## config.mk

```make
export PLATFORM = sky130hd
export DESIGN_NAME = adder_sum_recover
export DESIGN_NICKNAME = d
export VERILOG_FILES = /design/src/rtl/adder_sum_recover.sv
export SDC_FILE = /design/constraint.sdc
export NUM_CORES = 1
export LEC_CHECK = 0
export CAP_MARGIN = 30
export CORE_MARGIN = 5
export CORE_UTILIZATION = 47
export CTS_BUF_LIST = sky130_fd_sc_hd__clkbuf_4 sky130_fd_sc_hd__clkbuf_8
export DETAILED_ROUTE_END_ITERATION = 10
export GPL_TIMING_DRIVEN = 0
export MAX_ROUTING_LAYER = met4
export PLACE_DENSITY_LB_ADDON = 0.08
export SYNTH_ARGS = -nofsm -noshare
export SYNTH_HDL_FRONTEND = slang
export SYNTH_SLANG_ARGS = --single-unit
```

## constraint.sdc

```tcl
create_clock -name clk -period 2.5 [get_ports clk]
set_input_delay 0.5 -clock clk [delete_from_list [all_inputs] [get_ports clk]]
set_output_delay 0.5 -clock clk [all_outputs]
set_load 0.01 [all_outputs]
```

## src/rtl/adder_sum_recover.sv

```systemverilog
// Recovers x = s - y from a (W+1)-bit adder sum and one W-bit operand, flagging
// sums no W-bit pair could produce. Define ADDER_RECOVER_ERRCNT_EN for err_cnt.
module adder_sum_recover #(
  parameter int W     = 6,
  parameter int CNT_W = 8
) (
  input  logic             clk,
  input  logic             rst,
  input  logic             in_valid,
  output logic             in_ready,
  input  logic [W:0]       s,
  input  logic [W-1:0]     y,
  output logic             out_valid,
  input  logic             out_ready,
  output logic [W-1:0]     x,
  output logic             err
`ifdef ADDER_RECOVER_ERRCNT_EN
  ,
  output logic [CNT_W-1:0] err_cnt
`endif
);

  function automatic logic [W-1:0] f_recover(input logic signed [W+1:0] d);
    return d[W-1:0];
  endfunction

  // Borrow (s<y) or a difference that does not fit in W bits.
  function automatic logic f_inconsistent(input logic signed [W+1:0] d);
    return d[W+1] | d[W];
  endfunction

  logic signed [W+1:0] w_d_p0;
  logic                w_in_xfer;
  logic                w_adv_p2;
  logic                w_out_xfer;

  logic signed [W+1:0] r_d_p1;
  logic                r_vld_p1;
  logic [W-1:0]        r_x_p2;
  logic                r_err_p2;
  logic                r_vld_p2;

  assign w_d_p0     = $signed({1'b0, s}) - $signed({2'b00, y});
  assign w_adv_p2   = r_vld_p1 & (~r_vld_p2 | out_ready);
  assign in_ready   = ~rst & (~r_vld_p1 | w_adv_p2);
  assign w_in_xfer  = in_valid & in_ready;
  assign out_valid  = r_vld_p2 & ~rst;
  assign w_out_xfer = out_valid & out_ready;
  assign x          = r_x_p2;
  assign err        = r_err_p2;

  // ---- stage 1: capture the widened difference ----
  always_ff @(posedge clk) begin
    if (rst) begin
      r_vld_p1 <= 1'b0;
    end else if (w_in_xfer) begin
      r_vld_p1 <= 1'b1;
    end else if (w_adv_p2) begin
      r_vld_p1 <= 1'b0;
    end
  end

  always_ff @(posedge clk) begin
    if (w_in_xfer) begin
      r_d_p1 <= w_d_p0;
    end
  end

  // ---- stage 2: recovered operand and consistency flag ----
  always_ff @(posedge clk) begin
    if (rst) begin
      r_vld_p2 <= 1'b0;
      r_x_p2   <= '0;
      r_err_p2 <= 1'b0;
    end else if (w_adv_p2) begin
      r_vld_p2 <= 1'b1;
      r_x_p2   <= f_recover(r_d_p1);
      r_err_p2 <= f_inconsistent(r_d_p1);
    end else if (out_ready) begin
      r_vld_p2 <= 1'b0;
    end
  end

`ifdef ADDER_RECOVER_ERRCNT_EN
  function automatic logic [CNT_W-1:0] f_sat_inc(input logic [CNT_W-1:0] c);
    return (c == {CNT_W{1'b1}}) ? c : c + CNT_W'(1);
  endfunction

  logic [CNT_W-1:0] r_err_cnt;

  always_ff @(posedge clk) begin
    if (rst) begin
      r_err_cnt <= '0;
    end else if (w_out_xfer && r_err_p2) begin
      r_err_cnt <= f_sat_inc(r_err_cnt);
    end
  end

  assign err_cnt = r_err_cnt;
`else
  logic w_unused;
  assign w_unused = w_out_xfer;
`endif

endmodule

```

After elaboration in Yosys (flattened, before gate mapping)
Index checks and enable logic that the tools add are counted.
- add/sub/neg operators: 1
- mux-type cells: 4
- bitwise logic cells: 10
- reductions and logical operators: 2
- operators by type and width (operator ; number):
    7-bit by 6-bit subtractor with 8-bit output ; 1
    1-bit bitwise AND ; 4
    1-bit 2-to-1 mux ; 4
    2-bit nonzero test ; 2
    1-bit NOT ; 3
    1-bit bitwise OR ; 3
- output and inout bits: 9
- input bits: 17
- register bits after elaboration: 17
- logic and storage cells: 22

Logic depth before layout (Yosys ltp)
- depth after elaboration: 7
- depth in mapped cells: 8
- gate-level depth less buffers: 8

Least setup slack after synthesis
Ideal clock, no wire load.
- path kind: input-to-reg
- start: input port s[0]
- end: register r_d_p1[6] (data pin)
- required time: 2238 ps
- cell stages on the path: 8
- setup slack: 582 ps
- path buffers: 0
- arrival: 1655 ps
- setup time: 262 ps
- cell sequence: inv_1 ha_1 inv_1 fa_1 a211oi_1 o21bai_1 a21oi_1 xor2_1
- word-level cells in the longest chain between the ends: 1
- RTL lines (element ; line ; source):
    start, declared ; 11 ; input logic [W:0] s,
    7-bit by 6-bit subtractor with 8-bit output ; 43 ; assign w_d_p0 = $signed({1'b0, s}) - $signed({2'b00, y});
    via w_d_p0[6] ; 32 ; logic signed [W+1:0] w_d_p0;
    end signal, assigned ; 65 ; r_d_p1 <= w_d_p0;
    end, declared ; 37 ; logic signed [W+1:0] r_d_p1;
The timed path passes the listed nets, and every way through them passes these cells.
A chain may end at the register's enable or synchronous reset.

Worst setup path in the final report
- start: input port rst
- end: output port out_valid
- word-level cells in the longest chain between the ends: 2
- RTL lines (element ; line ; source):
    start, declared ; 8 ; input logic rst,
    1-bit NOT ; 47 ; assign out_valid = r_vld_p2 & ~rst;
    1-bit bitwise AND ; 47 ;
    end, declared ; 13 ; output logic out_valid,
Every way passes these cells.

==> impl_metrics.yaml <==
worst_setup_path:
  crit-reg2reg-launch: "r_vld_p2"
  regToRegSetupSlack_ns: 1.15
  ws_path_type: "in -> out"
  crit_required_ns: 2.00
  critical_path_buffers_and_inverters: 3
  crit_end_element: "output pin"
  critical_path.slowest_cell: "sky130_fd_sc_hd__clkdlybuf4s50_1"
  worst-path-max-fanout: 10
  crit_path_max_incr_delay_ns: 0.49
  cpLargestDelayFamily: "buffers and inverters"
  critical_path_arrival_ns: 1.90
  critical_path.reg2reg.endpoint: "r_d_p1[1]"
  critical_path.startpoint_type: "input port"
  path_common_cell: "sky130_fd_sc_hd__clkdlybuf4s50_1"
  r2r.worst_path.cells: 3
  chain_of_cells_forming_the_critical_path: "clkdlybuf4s50_1 -> clkbuf_1 -> nor2b_1 -> clkdlybuf4s50_1"
timing:
  relSlewSlack_pct: 72.1
  unrepaired_setup_endpoints_after_global_routing: "false"
  fmax_mhz: 417
  timing_hold_violations_final: 0
  worst_pin_slew_ns: 0.418
  setup_viol_count_final: 0
  finClkSkew_ns: 0.00232
  finalCritPeriodShare_pct: 95.9
  final-max-slew-violation-count: 0
  fin_ws_ns: 0.102
  finalCriticalPeriod_ns: 2.40
run_status:
  run_status: "complete, no violations"
clock_network:
  ctsRootBufferMaster: "sky130_fd_sc_hd__clkbuf_4"
  cts_sinks: 17
  clkLatencyLatePin_ns: 0.28
  cts.clk_slew.worst_paths_ns: 0.09
  post_cts.repair.setup_buffers: 0
  holdBufCountCts: 0
  clock_path_buffers: 2
  tritoncts: "built"
  tritoncts.num_buffers: 3
  post_cts_resized: 0
  htreeDepth: 1
synthesis:
  postSynthCellCount: 79
  synth_ff_type: "sky130_fd_sc_hd__dfxtp_1"
  synth.mux.area_fraction_pct: 7.15
  yosysUniqueCellTypes: 23
  post-synth-top-area-cell: "sky130_fd_sc_hd__edfxtp_1"
  post_synthesis_share_of_cell_area_spent_on_xor_and_xnor_gates_pct: 3.13
  synthAdderAreaFrac_pct: 11.3
  synth.area.top_cells: "sky130_fd_sc_hd__edfxtp_1 29%, sky130_fd_sc_hd__dfxtp_1 21%, sky130_fd_sc_hd__ha_1 8.9%"
  number_of_synthesized_flops_with_an_enable_pin: 8
  synth.yosys.seq_area_share_pct: 50.1
  yosys.area_share.simple_pct: 12.7
  synthDominantCellAreaShare_pct: 28.6
  synth_fp_nets: 103
  syn_avg_cell_area_um2: 10.6
  synth_top_family_by_area: "simple AND/OR/NAND/NOR gates"
  ys_warn_count: 0
  synth.most_common_cell: "sky130_fd_sc_hd__nor2_1"
  postSynthRegisterBits: 17
  synth.top_cells.by_count: "10 x sky130_fd_sc_hd__nor2_1, 9 x sky130_fd_sc_hd__dfxtp_1, 8 x sky130_fd_sc_hd__edfxtp_1, 8 x sky130_fd_sc_hd__inv_1"
  synth_compound_gate_area_share_pct: 10.7
  synth.cell_area_um2: 840
  synth-async-reset-ratio_pct: 0
floorplan:
  chipHeight_um: 52.3
  core_region_area_um2: 1710
  number_of_top_level_pins: 26
  die_outline_area_um2: 2730
  start_util_pct: 49.2
  die_w_um: 52.3
  row_count: 15
power:
  sw_frac_of_total_pct: 22.8
  clockPowerShare_pct: 24.6
  irDropWorstVdd_uv: 246
  cell_internal_pwr_w: 0.000461
  p_per_area_nw_per_um2: 518
  p_leak_nw: 0.486
  total_switching_power_w: 0.000136
  power.share.combinational_pct: 21.7
  seq_power_share_pct: 53.7
layout:
  layout-drive-gt1-share_pct: 4.63
  final_core_utilization_pct: 67.4
  final_cell_area_excluding_filler_cells_um2: 1150
  antennaDiodeCount: 0
  nets: 133
  area_of_the_multi_input_gates_um2: 378
  regArea_um2: 420
  filler_cell_count: 148
  flow.area_growth_from_synthesis_pct: 37.1
detailed_routing:
  drt-total-wl_mm: 1.38
  ant_nets: 0
  drt_iter0_markers: 2
  drt-wirelength-per-cell_um: 10.4
  drt-vias-per-instance: 4.83
  drc_errors: 0
  drt_pass1_iterations: 2
  via_count: 643
hold_path:
  worstHoldEndpoint: "x[4]"
  hp-start: "r_d_p1[4]"
  type_of_the_worst_min_delay_path: "reg -> reg"
  hold_depth: 2
grt:
  first_pass_grt_wire_length_mm: 2.38
  grt_start_max_net_pins: 11
  grt_usage_pct: 11.8
  vias_in_the_first_global_route: 560
  antenna_violations_before_repair: 0
  globalRoute.totalOverflow: 0
placed_design:
  io_buffer_count: 25
  worst_setup_slack_before_clock_tree_synthesis_ns: -0.0323
  dp_hpwl_mm: 1.16
  area_after_detailed_placement_um2: 1120
  finalWeightedCongestion: 0.741
flow_run:
  max_cap_violations: 0
## layout make-up
| type | count | share of cell area, % |
|---|---|---|
| plain buffers | 2 | 0.978 |
| clock buffers | 4 | 2.61 |
| inverters | 8 | 2.61 |
| multi-input cells | 52 | 32.8 |
| flip-flops and latches | 17 | 36.5 |
| well taps | 25 | 2.72 |
| repair buffers | 25 | 21.7 |
## state kept, by name, indices dropped and copies added, names as in the netlist
signal / cells
r_d_p1: 8
x: 6
err: 1
r_vld_p1: 1
r_vld_p2: 1
## tightest hold or removal path, stage by stage, from the launching register on
cell and delay [ns]:
sky130_fd_sc_hd__edfxtp_1 0.33, sky130_fd_sc_hd__mux2i_1 0.06, sky130_fd_sc_hd__nor2_1 0.07
## metal layers
metal | vias to the layer above | routed length [µm] | track usage [%] | part of all wire [%]
li1 | 330 | - | - | -
met5 | - | 0 | - | 0
met1 | 296 | 575 | 14.1 | 42
met4 | 0 | 0 | 5.11 | 0
met2 | 17 | 753 | 19.7 | 54
met3 | 0 | 55 | 1.71 | 4.0
## power groups by stage
stage	sequential (W)	clock, W	combinational [W]
2_1_floorplan	0.000329	0	0.0000721
3_3_place_gp	0.000326	0	0.000126
3_5_place_dp	0.000327	0	0.000131
4_1_cts	0.000320	0.000156	0.000131
5_1_grt	0.000323	0.000172	0.000144
6_report	0.000320	0.000147	0.000129
## cells by family (layout without fill, tap and decap cells)
group | Yosys count | count (layout)
AND/OR/NAND/NOR | 22 | 22
buffers and inverters | 10 | 39
flip-flops | 17 | 17
multiplexers | 6 | 6
XOR/XNOR | 3 | 3
adder cells (fa/ha/maj) | 7 | 7
AO/OA/AOI/OAI | 14 | 14
## per-stage QoR
| stage | setup TNS, ns | std cells | total power [W] | hold WS [ns] |
|---|---|---|---|---|
| 2_1_floorplan | 0 | 79 | 0.000401 | 0.453 |
| 6_report | 0 | 133 | 0.000596 | 0.489 |
| 3_5_place_dp | -0.0323 | 129 | 0.000458 | 0.473 |
| 4_1_cts | 0 | 133 | 0.000608 | 0.495 |
| 5_1_grt | 0 | 133 | 0.000639 | 0.515 |
| 3_3_place_gp | 0 | 129 | 0.000452 | 0.458 |
## cells in the final DEF, fill, tap and decap left out
| cell type | instances |
|---|---|
| sky130_fd_sc_hd__edfxtp_1 | 8 |
| sky130_fd_sc_hd__o31a_1 | 2 |
| sky130_fd_sc_hd__xnor2_1 | 1 |
| sky130_fd_sc_hd__dfxtp_1 | 9 |
| sky130_fd_sc_hd__ha_1 | 6 |
| sky130_fd_sc_hd__xor2_1 | 2 |
| sky130_fd_sc_hd__clkbuf_4 | 4 |
| sky130_fd_sc_hd__buf_4 | 1 |
| sky130_fd_sc_hd__inv_1 | 8 |
| sky130_fd_sc_hd__a211oi_1 | 1 |
| sky130_fd_sc_hd__mux2i_1 | 6 |
| sky130_fd_sc_hd__nor3_1 | 5 |
| sky130_fd_sc_hd__nor4_1 | 1 |
| sky130_fd_sc_hd__nand2b_1 | 1 |
| sky130_fd_sc_hd__a21o_1 | 1 |
| sky130_fd_sc_hd__o21a_1 | 2 |
| sky130_fd_sc_hd__clkbuf_1 | 1 |
| sky130_fd_sc_hd__o21bai_1 | 1 |
| sky130_fd_sc_hd__a21oi_1 | 5 |
| sky130_fd_sc_hd__clkdlybuf4s50_1 | 25 |
| sky130_fd_sc_hd__nor2b_1 | 4 |
| sky130_fd_sc_hd__nor2_1 | 10 |
| sky130_fd_sc_hd__o21ai_0 | 2 |
| sky130_fd_sc_hd__and2_1 | 1 |
| sky130_fd_sc_hd__fa_1 | 1 |
## worst max-delay path by stage
| stage | start | to | cells after the start |
|---|---|---|---|
| 6_report | rst | out_valid | 4 |
| 5_1_grt | rst | out_valid | 4 |
| 4_1_cts | rst | out_valid | 4 |
| 3_5_place_dp | y[0] | r_d_p1[6] | 8 |
| 3_3_place_gp | y[0] | r_d_p1[6] | 8 |
| 2_1_floorplan | s[0] | r_d_p1[6] | 8 |
No activity file was read; power rests on OpenSTA's default activity.
